$ cat src/rtl/int_priority_sched.sv
// Seven-source fixed-priority interrupt scheduler: synchronised edge capture into a
// pending register, masked grant on SCAN, acknowledge timeout and service tracking.
module int_priority_sched #(
  parameter logic [7:0] ACK_TMO = 8'd255
) (
  input  logic       SIM_CLK,
  input  logic       SIM_RST,
  input  logic [6:0] INTR,
  input  logic       SCAN,
  input  logic       INH,
  input  logic       MASK_WR,
  input  logic [6:0] MASK_D,
  input  logic       INT_ACK,
  input  logic       INT_DONE,
  output logic       SINT,
  output logic [2:0] INT_CODE,
  output logic       INT_BUSY,
  output logic [6:0] PEND,
  output logic [6:0] MASK,
  output logic       TMO_ERR
);

  typedef enum logic [1:0] {
    IDLE = 2'd0,
    REQ  = 2'd1,
    SERV = 2'd2
  } state_t;

  logic [6:0] sync1_q, sync1_d;
  logic [6:0] sync2_q, sync2_d;
  logic [6:0] sync3_q, sync3_d;
  logic [6:0] rise_q, rise_d;
  logic [6:0] armed_q, armed_d;
  logic [1:0] fill_q, fill_d;
  logic [6:0] pend_q, pend_d;
  logic [6:0] mask_reg_q, mask_reg_d;
  state_t     state_q, state_d;
  logic [2:0] code_q, code_d;
  logic       sint_q, sint_d;
  logic       busy_q, busy_d;
  logic       tmo_q, tmo_d;
  logic [7:0] cnt_q, cnt_d;

  logic       fill_done;
  logic [6:0] eligible;
  logic [6:0] pend_clr;
  logic [2:0] pick;

  // A line is armed only after it has been seen low once the synchroniser holds
  // real post-reset samples, so a line held high through reset is not an edge.
  always_comb begin
    fill_done = (fill_q == 2'd2);
    sync1_d   = INTR;
    sync2_d   = sync1_q;
    sync3_d   = sync2_q;
    fill_d    = fill_done ? fill_q : fill_q + 2'd1;
    armed_d   = armed_q | (~sync2_q & {7{fill_done}});
    rise_d    = sync2_q & ~sync3_q & armed_q;
  end

  always_comb begin
    eligible = pend_q & ~mask_reg_q;
    pick     = 3'd0;
    for (int i = 6; i >= 0; i--) begin
      if (eligible[i]) pick = 3'(i + 1);
    end
  end

  always_comb begin
    state_d  = state_q;
    code_d   = code_q;
    sint_d   = sint_q;
    busy_d   = busy_q;
    tmo_d    = tmo_q;
    cnt_d    = cnt_q;
    pend_clr = 7'd0;
    case (state_q)
      IDLE: begin
        if (SCAN && !INH && (pick != 3'd0)) begin
          state_d = REQ;
          code_d  = pick;
          sint_d  = 1'b1;
          cnt_d   = ACK_TMO;
        end
      end
      REQ: begin
        if (INT_ACK) begin
          state_d  = SERV;
          pend_clr = 7'd1 << (code_q - 3'd1);
          sint_d   = 1'b0;
          busy_d   = 1'b1;
        end else if (cnt_q == 8'd0) begin
          state_d = IDLE;
          tmo_d   = 1'b1;
          sint_d  = 1'b0;
          code_d  = 3'd0;
        end else begin
          cnt_d = cnt_q - 8'd1;
        end
      end
      SERV: begin
        if (INT_DONE) begin
          state_d = IDLE;
          busy_d  = 1'b0;
          code_d  = 3'd0;
        end
      end
      default: state_d = IDLE;
    endcase
  end

  // A new edge wins over the acknowledge clear of the same bit.
  always_comb begin
    pend_d     = (pend_q & ~pend_clr) | rise_q;
    mask_reg_d = MASK_WR ? MASK_D : mask_reg_q;
  end

  always_ff @(posedge SIM_CLK or negedge SIM_RST) begin
    if (!SIM_RST) begin
      sync1_q    <= 7'd0;
      sync2_q    <= 7'd0;
      sync3_q    <= 7'd0;
      rise_q     <= 7'd0;
      armed_q    <= 7'd0;
      fill_q     <= 2'd0;
      pend_q     <= 7'd0;
      mask_reg_q <= 7'h7F;
      state_q    <= IDLE;
      code_q     <= 3'd0;
      sint_q     <= 1'b0;
      busy_q     <= 1'b0;
      tmo_q      <= 1'b0;
      cnt_q      <= 8'd0;
    end else begin
      sync1_q    <= sync1_d;
      sync2_q    <= sync2_d;
      sync3_q    <= sync3_d;
      rise_q     <= rise_d;
      armed_q    <= armed_d;
      fill_q     <= fill_d;
      pend_q     <= pend_d;
      mask_reg_q <= mask_reg_d;
      state_q    <= state_d;
      code_q     <= code_d;
      sint_q     <= sint_d;
      busy_q     <= busy_d;
      tmo_q      <= tmo_d;
      cnt_q      <= cnt_d;
    end
  end

  assign SINT     = sint_q;
  assign INT_CODE = code_q;
  assign INT_BUSY = busy_q;
  assign PEND     = pend_q;
  assign MASK     = mask_reg_q;
  assign TMO_ERR  = tmo_q;

endmodule
$ cat config.mk
export PLATFORM = sky130hd
export DESIGN_NAME = int_priority_sched
export DESIGN_NICKNAME = d
export VERILOG_FILES = /design/src/rtl/int_priority_sched.sv
export SDC_FILE = /design/constraint.sdc
export NUM_CORES = 1
export LEC_CHECK = 0
export CAP_MARGIN = 20
export CORE_MARGIN = 10
export CORE_UTILIZATION = 48
export DETAILED_ROUTE_END_ITERATION = 12
export PLACE_DENSITY = 0.71
export SLEW_MARGIN = 30
export SYNTH_ARGS = -nofsm -noshare
export SYNTH_HDL_FRONTEND = slang
export SYNTH_SLANG_ARGS = --single-unit
$ cat constraint.sdc
create_clock -name SIM_CLK -period 2.2 [get_ports SIM_CLK]
set_input_delay 0.33 -clock SIM_CLK [delete_from_list [all_inputs] [get_ports SIM_CLK]]
set_output_delay 0.33 -clock SIM_CLK [all_outputs]
set_load 0.02 [all_outputs]
==> impl_results.rst <==
.. list-table::
   :header-rows: 1

   * - Metric
     - Value
   * - Run status
     - complete, no violations
   * - Area of the die
     - 9210 um2
   * - Leakage power
     - 0.00148 uW
   * - Diodes inserted
     - 0
   * - Clock tree from TritonCTS
     - done
   * - Commonest register cell after synthesis
     - sky130_fd_sc_hd__dfrtp_1
   * - Fin nets
     - roughly 320
   * - Mapped cell area
     - 2770 um2
   * - Width of the die
     - between 90 and 100 um
   * - Vias post-DR
     - around 1,900
   * - Clock root buffer
     - sky130_fd_sc_hd__clkbuf_8
   * - Critical path required time
     - 2.42 ns
   * - Nature of the critical path endpoint
     - flop
   * - Area growth syn-to-layout
     - 26.8%
   * - Standard cell core area
     - between 5000 and 6000 um2
   * - DR vias/cell
     - about 5.2
   * - Yosys top cell area share
     - 0.542
   * - CTS sink count
     - 67
   * - Biggest fanout along the worst timing path
     - 5
   * - Final total power
     - ~3700 uW
   * - Starting density of the core
     - 0.500
   * - Htree depth
     - 3
   * - Die boundary height
     - 96.0 um
   * - Launching element type of the critical path
     - flop
   * - GP Congestion
     - approximately 0.86
   * - Count of flip-flops with a built-in enable after synthesis
     - 0
   * - First-pass GRT wire length
     - slightly above 9 mm
   * - Count of cell types in the netlist
     - between 40 and 50
   * - Final critical path time including I/O delays and setup
     - around 2.1 ns
   * - Most numerous cell in the Yosys netlist
     - sky130_fd_sc_hd__dfrtp_1
   * - Routed Wire Length
     - around 5.3 mm
   * - Number of flip-flops and latches in the synthesized netlist
     - 67
   * - Slowest Stage Delay on Critical Path
     - around 0.55 ns
   * - Setup violators final
     - 0
   * - Row cnt
     - 27
   * - Worst Skew
     - approximately 0.0049 ns
   * - Max Clock Freq
     - around 0.47 GHz
   * - Count of warnings emitted by yosys
     - 0
   * - Worst path cell trace
     - inv_1, ha_1, inv_2, or4_4, o22ai_4, o21bai_2, mux2_1
   * - Synth cell count leaders
     - 60 x sky130_fd_sc_hd__dfrtp_1, 22 x sky130_fd_sc_hd__nand2_1, 14 x sky130_fd_sc_hd__inv_1, 14 x sky130_fd_sc_hd__nand2b_1, 14 x sky130_fd_sc_hd__nor2_1
   * - Transition time at the pin with the least slew margin
     - approximately 0.56 ns
   * - Wire per inst
     - about 14 um
   * - Hold Fails Final Rpt
     - 0
   * - Placed Instances
     - 350
   * - Max IR drop VDD
     - roughly 0.71 mV
   * - Number of DRC markers after the initial detailed-route iteration
     - between 40 and 50
   * - Async S/R FF share, synth
     - 1.00
   * - GRT Total Usage
     - 0.130
   * - Remaining global-route overflow
     - 0
   * - I/O Pins
     - slightly above 40
   * - Hold WC Path Type
     - flop to flop
   * - HPWL after detailed placement
     - just under 4 mm
   * - Cell count after synthesis
     - approximately 240
   * - P per Cell Area
     - 1050 nW/um2
   * - Final standard cell count with taps included and fillers excluded
     - around 370
   * - Largest area contributor in the netlist
     - sky130_fd_sc_hd__dfrtp_1
   * - Leading post-synthesis cells by cell area
     - sky130_fd_sc_hd__dfrtp_1 54%, sky130_fd_sc_hd__dfstp_2 6.6%, sky130_fd_sc_hd__mux2_2 4.1%
   * - Pre-CTS worst setup slack
     - slightly below 0.09 ns
   * - Largest net degree at the start of global routing
     - 46
   * - Total of buffers placed on input and output ports
     - 40
   * - Relative slew margins
     - 0.624
   * - Number of iterations in the first detailed-routing pass
     - 4
   * - Max_cap viols
     - 0
   * - Number of nets with antenna violations after routing
     - 0
   * - Fill cell instance count of the final layout
     - around 440
   * - Initial antenna violation count
     - 0
   * - Number of CTS-inserted buffers
     - 9
   * - CTS Buffer Depth
     - 2
   * - Share of cells above drive strength 1
     - 0.169
   * - Mean cell area of the mapped netlist
     - 11.7 um2
   * - Critical setup path kind
     - flop to flop
   * - Number of pins with negative max-slew slack in the final report
     - 0
   * - Later-pin clock latency in the skew report
     - roughly 0.33 ns
   * - Slowest-stage cell, CP
     - sky130_fd_sc_hd__or4_4
   * - Post-route fraction of the period consumed by the critical path
     - 0.958
   * - Clock edge transition at the registers on the reported setup and hold paths
     - approximately 0.070 ns
   * - Remaining DRCs
     - 0
   * - Final setup margin
     - slightly above 0.09 ns
   * - Setup repair after global routing missed its margin
     - true
   * - Syn_nets
     - ~260
   * - Number of global-route vias before repair
     - between 1,500 and 2,000
   * - WP data arrival
     - roughly 2.3 ns
   * - Share of the yosys chip area belonging to registers
     - 0.609
## sequential cells by signal, indices dropped and copies added (netlist names), 2 cells and up
| register | cells |
|---|---|
| state_q | 2 |
| PEND | 7 |
| cnt_q | 8 |
| INT_CODE | 3 |
| MASK | 7 |
| rise_q | 7 |
| armed_q | 7 |
| fill_q | 2 |
| sync3_q | 7 |
| sync2_q | 7 |
| sync1_q | 7 |
## path summary, 6_finish.rpt
check                      startpoint    endpoint  slack (ns)  cells past startpoint
max in group asynchronous     SIM_RST     MASK[4]        1.02                      3
hold / removal             sync1_q[4]  sync2_q[4]        0.35                      0
setup reg to reg           state_q[0]    cnt_q[0]        0.09                      7
min in group asynchronous     SIM_RST    INT_BUSY        0.52                      2
setup / recovery           state_q[0]    cnt_q[0]        0.09                      7
hold reg to reg            sync1_q[4]  sync2_q[4]        0.35                      0
## layer usage
| layer | GRT usage | up-vias | wire length [um] |
|---|---|---|---|
| li1 | - | 921 | - |
| met1 | 0.153 | 943 | 2330 |
| met2 | 0.206 | 41 | 2560 |
| met3 | 0.0591 | 10 | 345 |
| met4 | 0.0455 | 0 | 65 |
| met5 | 0 | - | 0 |
## metrics by stage
step | utilization | TNS [ns] | hold WS (ns) | area, um2
final | 0.634 | 0 | 0.354 | 3510
after global routing | 0.634 | -0.0452 | 0.366 | 3510
after CTS | 0.631 | 0 | 0.357 | 3500
after detailed placement | 0.595 | 0 | 0.340 | 3300
after global placement | 0.595 | 0 | 0.333 | 3300
after floorplan | - | 0 | 0.0344 | 2770
## cell type report
class                      count  area (um2)  share of cell area
clock buffer                  11         151              0.0431
clock inverter                 5        37.5              0.0107
inverter                      15        56.3              0.0160
multi-input combinational    148        1000               0.285
sequential                    67        1690               0.480
tap                           72        90.1              0.0257
timing repair buffer          50         489               0.139
## repair_timing
item,CTS,global route
endpoints found under the hold margin,17,0
hold buffers,1,0
resized for setup,0,2
setup buffers,0,1
setup endpoints to repair,0,7
## cells by family (layout without fill, tap and decap cells)
group                      after synthesis  count (layout)  share of synthesized area
adders and majority gates                7               7                     0.0316
buffers and inverters                   21              81                     0.0312
DFF                                     67              67                      0.609
xor gates and xnor gates                 1               1                    0.00316
and+or+nand+nor                         80              80                      0.153
muxes                                   13              13                     0.0524
AOI/OAI and AO/OA                       47              47                      0.120
## worst max-delay path, delay by kind of cell, from the launching register on
kind / cells / cell delay (ns)
AND/OR/NAND/NOR: 1 / 0.55
buffers and inverters: 2 / 0.18
multiplexers: 1 / 0.34
AO/OA/AOI/OAI: 2 / 0.35
flip-flops: 1 / 0.38
adder cells (fa/ha/maj): 1 / 0.20
## power breakdown
group          total, uW  switching (uW)  internal, uW
Combinational       1190             628           565
Clock                924             453           471
Sequential          1580             165          1410
Total               3700            1250          2450
## placed cells by master (no fill, tap or decap), types with 7 or more instances in the layout
master                            Yosys  final
sky130_fd_sc_hd__o21ai_0             12     12
sky130_fd_sc_hd__clkbuf_8             0     11
sky130_fd_sc_hd__buf_4                0      7
sky130_fd_sc_hd__dfstp_2              7      7
sky130_fd_sc_hd__clkdlybuf4s50_1      0     39
sky130_fd_sc_hd__dfrtp_1             60     60
sky130_fd_sc_hd__a21o_1              10     10
sky130_fd_sc_hd__ha_1                 7      7
sky130_fd_sc_hd__nand2b_1            14     14
sky130_fd_sc_hd__nor2_1              14     14
sky130_fd_sc_hd__inv_1               14     14
sky130_fd_sc_hd__nand2_1             22     22
sky130_fd_sc_hd__mux2_2              10     10
No activity file was read; power rests on OpenSTA's default activity.
